**src/rtl/ps2_pkg.sv**
```systemverilog
// rtl/ps2_pkg.sv - shared PS/2 host transmit types, error codes and frame builder
package ps2_pkg;

   typedef enum logic [2:0] {
      IDLE,
      INHIBIT,
      REQ,
      DATA,
      ACK,
      WAIT_IDLE
   } state_t;

   localparam logic [1:0] ERR_NONE  = 2'd0;
   localparam logic [1:0] ERR_START = 2'd1;
   localparam logic [1:0] ERR_XFER  = 2'd2;
   localparam logic [1:0] ERR_NACK  = 2'd3;

   localparam int FRAME_BITS = 11;
   localparam int TIMER_W    = 21;

   // {stop, odd parity, data, start}; shifted out LSB first
   function automatic logic [FRAME_BITS-1:0] build_frame(input logic [7:0] data);
      return {1'b1, ~^data, data, 1'b0};
   endfunction

endpackage

```
**src/rtl/ps2_line_filter.sv**
```systemverilog
// rtl/ps2_line_filter.sv - 2-FF synchronizer, debounce and falling-edge detect for one PS/2 line
module ps2_line_filter #(
   parameter int FILTER_LEN = 4
) (
   input  logic clk,
   input  logic rst,
   input  logic pad,
   output logic level,
   output logic fall
);

   localparam int CNT_W = $clog2(FILTER_LEN) + 1;

   logic [1:0]       sync_q;
   logic [CNT_W-1:0] cnt;

   always_ff @(posedge clk or negedge rst) begin
      if (!rst) begin
         sync_q <= 2'b11;
         cnt    <= '0;
         level  <= 1'b1;
         fall   <= 1'b0;
      end else begin
         sync_q <= {sync_q[0], pad};
         fall   <= 1'b0;
         if (sync_q[1] == level) begin
            cnt <= '0;
         end else if (cnt == CNT_W'(FILTER_LEN - 1)) begin
            // level flips only after FILTER_LEN consecutive differing samples
            level <= sync_q[1];
            fall  <= level;
            cnt   <= '0;
         end else begin
            cnt <= cnt + 1'b1;
         end
      end
   end

endmodule

```
**src/rtl/ps2_host_tx.sv**
```systemverilog
// rtl/ps2_host_tx.sv - host-to-device PS/2 command transmitter with open-drain pull-low enables
module ps2_host_tx #(
   parameter int INHIBIT_CYCLES = 10000,
   parameter int START_TIMEOUT  = 1500000,
   parameter int XFER_TIMEOUT   = 200000,
   parameter int FILTER_LEN     = 4
) (
   input  logic       clk,
   input  logic       rst,
   input  logic [7:0] tx_data,
   input  logic       tx_valid,
   output logic       tx_ready,
   input  logic       ps2_clk_i,
   input  logic       ps2_data_i,
   output logic       ps2_clk_oe,
   output logic       ps2_data_oe,
   output logic       rx_inhibit,
   output logic       tx_done,
   output logic       tx_err,
   output logic [1:0] err_code
);
   import ps2_pkg::*;

   localparam logic [TIMER_W-1:0] INH_LAST  = TIMER_W'(INHIBIT_CYCLES - 1);
   localparam logic [TIMER_W-1:0] START_LIM = TIMER_W'(START_TIMEOUT);
   localparam logic [TIMER_W-1:0] XFER_LIM  = TIMER_W'(XFER_TIMEOUT);

   state_t                  state, state_n;
   logic [FRAME_BITS-1:0]   shift, shift_n;
   logic [3:0]              bit_cnt, bit_cnt_n;
   logic [TIMER_W-1:0]      timer, timer_n, timer_inc;
   logic [1:0]              err_n;
   logic                    done_n, err_p_n;
   logic                    clk_level, clk_fall, data_level, data_fall_unused;

   ps2_line_filter #(.FILTER_LEN(FILTER_LEN)) u_clk_filter (
      .clk(clk), .rst(rst), .pad(ps2_clk_i), .level(clk_level), .fall(clk_fall)
   );

   ps2_line_filter #(.FILTER_LEN(FILTER_LEN)) u_data_filter (
      .clk(clk), .rst(rst), .pad(ps2_data_i), .level(data_level), .fall(data_fall_unused)
   );

   assign timer_inc  = (&timer) ? timer : timer + 1'b1;
   assign tx_ready   = (state == IDLE);
   assign rx_inhibit = (state != IDLE);

   always_ff @(posedge clk or negedge rst) begin
      if (!rst) begin
         state    <= IDLE;
         shift    <= '1;
         bit_cnt  <= '0;
         timer    <= '0;
         err_code <= ERR_NONE;
         tx_done  <= 1'b0;
         tx_err   <= 1'b0;
      end else begin
         state    <= state_n;
         shift    <= shift_n;
         bit_cnt  <= bit_cnt_n;
         timer    <= timer_n;
         err_code <= err_n;
         tx_done  <= done_n;
         tx_err   <= err_p_n;
      end
   end

   // A device event in the same cycle as a timeout always takes priority.
   always_comb begin
      state_n     = state;
      shift_n     = shift;
      bit_cnt_n   = bit_cnt;
      timer_n     = timer_inc;
      err_n       = err_code;
      done_n      = 1'b0;
      err_p_n     = 1'b0;
      ps2_clk_oe  = 1'b0;
      ps2_data_oe = 1'b0;
      case (state)
         IDLE: begin
            timer_n = '0;
            if (tx_valid) begin
               shift_n   = build_frame(tx_data);
               bit_cnt_n = '0;
               err_n     = ERR_NONE;
               state_n   = INHIBIT;
            end
         end
         INHIBIT: begin
            ps2_clk_oe = 1'b1;
            if (timer == INH_LAST) begin
               ps2_data_oe = 1'b1;
               timer_n     = '0;
               state_n     = REQ;
            end
         end
         REQ: begin
            ps2_data_oe = ~shift[0];
            if (clk_fall) begin
               shift_n   = {1'b1, shift[FRAME_BITS-1:1]};
               bit_cnt_n = 4'd1;
               timer_n   = '0;
               state_n   = DATA;
            end else if (timer == START_LIM) begin
               err_n   = ERR_START;
               err_p_n = 1'b1;
               state_n = IDLE;
            end
         end
         DATA: begin
            ps2_data_oe = ~shift[0];
            if (clk_fall) begin
               shift_n   = {1'b1, shift[FRAME_BITS-1:1]};
               bit_cnt_n = bit_cnt + 4'd1;
               if (bit_cnt == 4'd9) state_n = ACK;
            end else if (timer == XFER_LIM) begin
               err_n   = ERR_XFER;
               err_p_n = 1'b1;
               state_n = IDLE;
            end
         end
         ACK: begin
            ps2_data_oe = ~shift[0];
            if (clk_fall) begin
               if (!data_level) begin
                  state_n = WAIT_IDLE;
               end else begin
                  err_n   = ERR_NACK;
                  err_p_n = 1'b1;
                  state_n = IDLE;
               end
            end else if (timer == XFER_LIM) begin
               err_n   = ERR_XFER;
               err_p_n = 1'b1;
               state_n = IDLE;
            end
         end
         WAIT_IDLE: begin
            if (clk_level && data_level) begin
               done_n  = 1'b1;
               state_n = IDLE;
            end else if (timer == XFER_LIM) begin
               err_n   = ERR_XFER;
               err_p_n = 1'b1;
               state_n = IDLE;
            end
         end
         default: state_n = IDLE;
      endcase
   end

endmodule
```
**config.mk**
```make
export PLATFORM = sky130hd
export DESIGN_NAME = ps2_host_tx
export DESIGN_NICKNAME = d
export VERILOG_FILES = /design/src/rtl/ps2_pkg.sv /design/src/rtl/ps2_line_filter.sv /design/src/rtl/ps2_host_tx.sv
export SDC_FILE = /design/constraint.sdc
export NUM_CORES = 1
export LEC_CHECK = 0
export CAP_MARGIN = 40
export CORE_MARGIN = 5
export CORE_UTILIZATION = 50
export CTS_BUF_LIST = sky130_fd_sc_hd__clkbuf_16
export CTS_CLUSTER_SIZE = 40
export DETAILED_ROUTE_END_ITERATION = 8
export PLACE_DENSITY = 0.66
export SETUP_SLACK_MARGIN = 0.1
export SKIP_CTS_REPAIR_TIMING = 1
export SLEW_MARGIN = 20
export SYNTH_ARGS = -nofsm -noshare
export SYNTH_HDL_FRONTEND = slang
export SYNTH_SLANG_ARGS = --single-unit
```
**constraint.sdc**
```tcl
create_clock -name clk -period 2.3 [get_ports clk]
set_input_delay 0.345 -clock clk [delete_from_list [all_inputs] [get_ports clk]]
set_output_delay 0.345 -clock clk [all_outputs]
set_load 0.05 [all_outputs]
```
# == Word level (Yosys, flattened, before mapping) ==
# Index checks and enable logic that the tools add are counted.
# totals
reg_bits,56
wordCells,112
# classes
n_addsub,4
mux,50
eq_ne,25
bitwise_logic,3
n_reduce_logical,16
# op_table
op,n
21-bit 2-to-1 mux,3
21-bit case mux with 3 select lines,1
3-bit 2-to-1 mux,14
11-bit 2-to-1 mux,2
11-bit case mux with 2 select lines,1
"21-bit by 1-bit adder with 21-bit output, second input constant",1
"21-bit by 14-bit equality test with 1-bit output, second input constant",1
"21-bit by 18-bit equality test with 1-bit output, second input constant",1
"21-bit equality test, second input constant",1
21-bit AND reduction,1
3-bit case mux with 6 select lines,1
2-bit 2-to-1 mux,8
1-bit 2-to-1 mux,13
"3-bit by 2-bit equality test with 1-bit output, second input constant",4
4-bit 2-to-1 mux,3
"2-bit != test, second input constant",6
4-bit case mux with 3 select lines,1
2-bit case mux with 5 select lines,1
4-bit AND reduction,2
8-bit XNOR reduction,1
7-bit AND reduction,1
"3-bit by 1-bit adder with 3-bit output, second input constant",2
"3-bit equality test, second input constant",2
"2-bit by 1-bit != test with 1-bit output, second input constant",3
other kinds (18),24

# == Longest topological paths before layout ==
# logic_depth
depth_word,4
depth_mapped,7
mapped_depth_nobuf,7

# == Cells and area by module ==
# A second synthesis with hierarchy kept.
# hier_totals
hier_cells,338
hier_area_um2,3235.6
# by_module_without_submodules
module,area_per_inst_um2,cells_per_inst,seq_area_each_um2,instances
ps2_host_tx,2705.1,308,1063.5,1
ps2_line_filter,265.3,15,178.9,2

# == Worst setup path before layout ==
# OpenSTA, ideal clock, no wires.
# synth_path
path_kind,reg2out
start,register state[0]
end,output ps2_data_oe
n_path_buf,1
required_time_ns,1.955
path_slack_ns,-0.147
path_stages_with_launch,6
t_arrival_ns,2.102
path_cell_list,dfrtp_1 clkbuf_1 nand2b_1 nor2_1 nand4_1 o21ai_0
# synth_via
elab_chain_cells,3
elab_cells_between_ends,6
# synth_lines
item,line,text
"start, declared",ps2_host_tx.sv:28,"state_t state, state_n;"
"start signal, assigned",ps2_host_tx.sv:58,state <= state_n;
3-bit equality test / 3-bit by 2-bit equality test with 1-bit output (equally long branches),ps2_host_tx.sv:79,case (state)
3-bit OR reduction (no source line),--,
1-bit case mux with 2 select lines (*),ps2_host_tx.sv:79,
"end, declared",ps2_host_tx.sv:16,"output logic ps2_data_oe,"
# Every way passes the cells marked *; elsewhere a longest branch is shown, timed or not.

# == Worst setup path in the final report ==
# layout_path
start,register timer[5]
end,output ps2_data_oe
# layout_via
elab_chain_cells,3
# layout_lines
item,line,text
"start, declared",ps2_host_tx.sv:31,"logic [TIMER_W-1:0] timer, timer_n, timer_inc;"
"start signal, assigned",ps2_host_tx.sv:61,timer <= timer_n;
21-bit by 14-bit equality test with 1-bit output,ps2_host_tx.sv:91,if (timer == INH_LAST) begin
1-bit 2-to-1 mux,ps2_host_tx.sv:91,
1-bit case mux with 2 select lines,ps2_host_tx.sv:79,
# Every way passes these cells.

==> flow_summary.html <==
<table>
<tr><th>Metric</th><th>Value</th></tr>
<tr><th colspan="2">Outcome</th></tr>
<tr><td>Outcome</td><td>completed</td></tr>
<tr><th colspan="2">Worst setup path</th></tr>
<tr><td>Depth of the worst register-to-register path</td><td>7</td></tr>
<tr><td>Worst EP required</td><td>1.96 ns</td></tr>
<tr><td>Worst Path Arrival</td><td>1.78 ns</td></tr>
<tr><td>Slowest stage cell, crit path</td><td>sky130_fd_sc_hd__dfrtp_2</td></tr>
<tr><td>Launching element type of the critical path</td><td>flop</td></tr>
<tr><td>WS Path Type</td><td>reg -&gt; out</td></tr>
<tr><td>Critical Path Max Stage Delay</td><td>0.45 ns</td></tr>
<tr><td>Worst R2R Setup Slack</td><td>0.25 ns</td></tr>
<tr><td>Max FO, Critical Path</td><td>4</td></tr>
<tr><td>Cell Chain, Critical Path</td><td>nor4_4, and4b_2, nand4_1, o21ai_2, buf_12</td></tr>
<tr><td>CP endpoint kind</td><td>output port</td></tr>
<tr><td>Worst reg2reg startpoint</td><td>timer[0]</td></tr>
<tr><td>Worst r2r dst</td><td>err_code[1]</td></tr>
<tr><th colspan="2">Clock network</th></tr>
<tr><td>CTS tree</td><td>done</td></tr>
<tr><td>Max Buffers Root-to-Sink</td><td>2</td></tr>
<tr><td>Level count of the clock H-tree</td><td>2</td></tr>
<tr><td>Clock transition at path regs</td><td>0.07 ns</td></tr>
<tr><td>Worst skew pair latency</td><td>0.29 ns</td></tr>
<tr><td>Clock root buffer</td><td>sky130_fd_sc_hd__clkbuf_16</td></tr>
<tr><td>TritonCTS sink count</td><td>55</td></tr>
<tr><td>Total CTS buffers</td><td>5</td></tr>
<tr><th colspan="2">GRT</th></tr>
<tr><td>First-pass GRT wire length</td><td>11240 um</td></tr>
<tr><td>Overall fraction of global-route tracks in use</td><td>0.1803</td></tr>
<tr><td>Maximum number of pins on one net before global-route repair</td><td>56</td></tr>
<tr><td>Number of global-route vias before repair</td><td>2394</td></tr>
<tr><td>Remaining global-route overflow</td><td>0</td></tr>
<tr><td>Initial antenna violation count</td><td>0</td></tr>
<tr><th colspan="2">Logic synthesis</th></tr>
<tr><td>Netlist area before placement</td><td>3103 sq um</td></tr>
<tr><td>EDFF count, synth</td><td>0</td></tr>
<tr><td>Main combinational cell family by area after synthesis</td><td>simple AND/OR/NAND/NOR gates</td></tr>
<tr><td>Count of distinct cell types in the synthesized netlist</td><td>55</td></tr>
<tr><td>Number of synthesis warnings</td><td>0</td></tr>
<tr><td>Share of synthesized area spent on multiplexers</td><td>0.03629</td></tr>
<tr><td>Simple logic cell fraction of the synthesized area</td><td>0.2536</td></tr>
<tr><td>Arithmetic-cell share of the synthesized area counting full adders, half adders and majority gates</td><td>0.02419</td></tr>
<tr><td>Xor/xnor cell area share of the yosys netlist</td><td>0.05645</td></tr>
<tr><td>Sequential area share after synthesis</td><td>0.4500</td></tr>
<tr><td>Most frequently used flop master after synthesis</td><td>sky130_fd_sc_hd__dfrtp_1</td></tr>
<tr><td>Synthesized-area fraction occupied by ao, oa, aoi and oai cells</td><td>0.1464</td></tr>
<tr><td>Mapped Nets</td><td>340</td></tr>
<tr><td>Post-synthesis sequential element count</td><td>55</td></tr>
<tr><td>Avg Inst Size Synth</td><td>9.667 sq um</td></tr>
<tr><td>Gate count after technology mapping</td><td>321</td></tr>
<tr><td>Proportion of register bits with asynchronous set or reset after synthesis</td><td>1.000</td></tr>
<tr><th colspan="2">Place</th></tr>
<tr><td>Detailed placer's ending HPWL</td><td>4499 um</td></tr>
<tr><td>Weighted congestion at the end of routability-driven global placement</td><td>0.8302</td></tr>
<tr><td>Number of placed instances, taps included</td><td>413</td></tr>
<tr><td>IO buf count</td><td>20</td></tr>
<tr><th colspan="2">Floorplanning</th></tr>
<tr><td>Starting Density</td><td>0.5180</td></tr>
<tr><td>Number of top-level design ports</td><td>21</td></tr>
<tr><td>Floorplan die area</td><td>7881 sq um</td></tr>
<tr><td>Number of rows created at floorplan</td><td>28</td></tr>
<tr><td>Area inside the core boundary</td><td>5991 sq um</td></tr>
<tr><td>Vert. Die Dim</td><td>88.78 um</td></tr>
<tr><td>Overall die width</td><td>88.78 um</td></tr>
<tr><th colspan="2">Flow run</th></tr>
<tr><td>Max-cap violations</td><td>0</td></tr>
<tr><th colspan="2">Pwr</th></tr>
<tr><td>Sum of internal, switching and leakage power</td><td>2.881 mW</td></tr>
<tr><td>Maximum vdd drop</td><td>0.6424 mV</td></tr>
<tr><td>Power density normalized to cell area</td><td>795.8 nW/um^2</td></tr>
<tr><td>Lkg Pwr</td><td>1.512 nW</td></tr>
<tr><th colspan="2">Detailed routing</th></tr>
<tr><td>Drt first pass iters</td><td>4</td></tr>
<tr><td>Drt first-iter violations</td><td>200</td></tr>
<tr><td>Number of nets with antenna violations after detailed routing</td><td>0</td></tr>
<tr><td>Detailed-route via count</td><td>2405</td></tr>
<tr><td>DRC violations left</td><td>0</td></tr>
<tr><td>Total Routed Length</td><td>6405 um</td></tr>
<tr><td>Wire length per cell after detailed routing</td><td>15.14 um</td></tr>
<tr><td>Via density</td><td>5.686</td></tr>
<tr><th colspan="2">Layout</th></tr>
<tr><td>Most used cells in the layout excluding fill and tap cells</td><td>36 x sky130_fd_sc_hd__dfrtp_1, 34 x sky130_fd_sc_hd__nand2_1, 29 x sky130_fd_sc_hd__nor2_1</td></tr>
<tr><td>Share of layout cells above drive strength 1</td><td>0.2011</td></tr>
<tr><td>Total area of multi-input combinational cells</td><td>1655 sq um</td></tr>
<tr><td>Number of nets at the end of the flow</td><td>366</td></tr>
<tr><td>Sequential standard cell area</td><td>1400 sq um</td></tr>
<tr><td>Layout Cells excl Fill</td><td>423</td></tr>
<tr><td>Leading cell type in the layout, fill and taps excluded</td><td>sky130_fd_sc_hd__dfrtp_1</td></tr>
<tr><td>Number of filler instances in the final layout</td><td>512</td></tr>
<tr><td>Total inserted antenna cells</td><td>0</td></tr>
<tr><td>Layout Area Growth over Synthesis</td><td>16.65%</td></tr>
<tr><th colspan="2">STA</th></tr>
<tr><td>Final critical delay including setup and external delays</td><td>2.123 ns</td></tr>
<tr><td>Final Slew Violations</td><td>0</td></tr>
<tr><td>Setup repair after global routing missed its margin</td><td>yes</td></tr>
<tr><td>Worst hold margin</td><td>0.1698 ns</td></tr>
<tr><td>Number of failing hold endpoints at the final stage</td><td>0</td></tr>
<tr><td>Worst setup skew after layout</td><td>0.006046 ns</td></tr>
<tr><td>Setup violators final</td><td>0</td></tr>
<tr><td>Maximum clock rate</td><td>0.4710 GHz</td></tr>
<tr><td>Headroom to the max-slew limit</td><td>0.5348</td></tr>
<tr><td>Final period util</td><td>0.9230</td></tr>
<tr><td>Transition time at the pin with the least slew margin</td><td>0.6978 ns</td></tr>
<tr><th colspan="2">Hold path</th></tr>
<tr><td>Hold Crit Class</td><td>in -&gt; async</td></tr>
</table>
==> Yosys cell counts, drive strengths merged, types with 2 or more instances <==
| library cell | instances | area, sq um |
|---|---|---|
| dfrtp | 39 | 975.9 |
| nand2 | 34 | 127.6 |
| nor2 | 33 | 131.4 |
| o21ai | 24 | 142.7 |
| dfstp | 16 | 420.4 |
| nand3 | 12 | 60.06 |
| a21oi | 11 | 55.05 |
| xnor2 | 11 | 96.34 |
| inv | 9 | 33.78 |
| mux2i | 9 | 90.09 |
| xor2 | 9 | 78.83 |
| clkbuf | 8 | 30.03 |
| nor3 | 8 | 40.04 |
| nand2b | 7 | 43.79 |
| nor2b | 7 | 43.79 |
| or3 | 7 | 48.80 |
| a31oi | 6 | 37.54 |
| ha | 6 | 75.07 |
| nand4 | 6 | 58.80 |
| nor3b | 6 | 45.04 |
| nor4 | 5 | 61.31 |
| a211oi | 4 | 30.03 |
| buf | 4 | 38.78 |
| o22a | 4 | 35.03 |
| o22ai | 4 | 25.02 |
| a21o | 3 | 22.52 |
| and3 | 3 | 18.77 |
| a311oi | 2 | 17.52 |
| and4 | 2 | 17.52 |
| mux2 | 2 | 22.52 |
| o2111ai | 2 | 17.52 |
| o21a | 2 | 15.01 |
| or2 | 2 | 12.52 |
| or3b | 2 | 17.52 |
==> report_power, final <==
| group | switching (mW) | internal [mW] | total [mW] |
|---|---|---|---|
| Combinational | 0.451 | 0.350 | 0.801 |
| Clock | 0.330 | 0.396 | 0.726 |
| Sequential | 0.155 | 1.20 | 1.35 |
| Total | 0.936 | 1.94 | 2.88 |
==> kinds of logic after synthesis <==
| group | count (synthesis) |
|---|---|
| and+or+nand+nor | 140 |
| AOI/OAI and AO/OA | 68 |
| DFF | 55 |
| buffers and inverters | 21 |
| xor gates and xnor gates | 20 |
| muxes | 11 |
| adders and majority gates | 6 |
==> layer usage <==
metal | routed length [um] | track usage
met2 | 2842 | 0.2659
met3 | 258 | 0.03724
met1 | 3253 | 0.2658
met4 | 50 | 0.05495
met5 | 0 | 0
==> state kept, by name, summed over array words and instances, names as in the netlist <==
| signal | count |
|---|---|
| bit_cnt | 4 |
| u_clk_filter.level | 1 |
| u_clk_filter.fall | 1 |
| tx_err | 1 |
| state | 3 |
| err_code | 2 |
| u_clk_filter.cnt | 3 |
| timer | 21 |
| u_data_filter.level | 1 |
| u_data_filter.cnt | 3 |
| shift | 10 |
| u_data_filter.sync_q | 2 |
| u_clk_filter.sync_q | 2 |
| tx_done | 1 |
==> cell type report <==
class | instances | area share
Sequential cell | 55 | 0.3868
Timing Repair Buffer | 31 | 0.08088
Multi-Input combinational cell | 245 | 0.4573
Tap cell | 75 | 0.02592
Inverter | 9 | 0.01037
Clock inverter | 3 | 0.004148
Clock buffer | 5 | 0.03457
==> critical path: cells and delay by family (launching register included) <==
family	cells	cell delay (ns)
AOI/OAI and AO/OA	1	0.14
buffers and inverters	1	0.16
DFF	1	0.45
and+or+nand+nor	3	0.74
==> how the worst max path moves through the flow <==
stage / startpoint / endpoint / slack, ns / cells after the start
floorplan: state[0] / ps2_data_oe / 0.14 / 5
global placement: tx_valid / bit_cnt[0] / 0.24 / 6
detailed placement: timer[0] / err_code[1] / 0.20 / 7
CTS: timer[1] / ps2_data_oe / -0.10 / 6
global route: state[0] / ps2_data_oe / 0.09 / 5
finish: timer[5] / ps2_data_oe / 0.18 / 5
==> per-stage QoR <==
stage	util	setup WS (ns)	setup TNS (ns)	cell area, sq um
after floorplan	-	0.1407	0	3114
after global placement	0.5704	0.2372	0	3417
after detailed placement	0.5704	0.2046	0	3417
after CTS	0.5938	-0.1014	-0.1014	3557
after global routing	0.6042	0.08706	0	3620
final	0.6042	0.1770	0	3620
(Power assumes the default switching activity.)
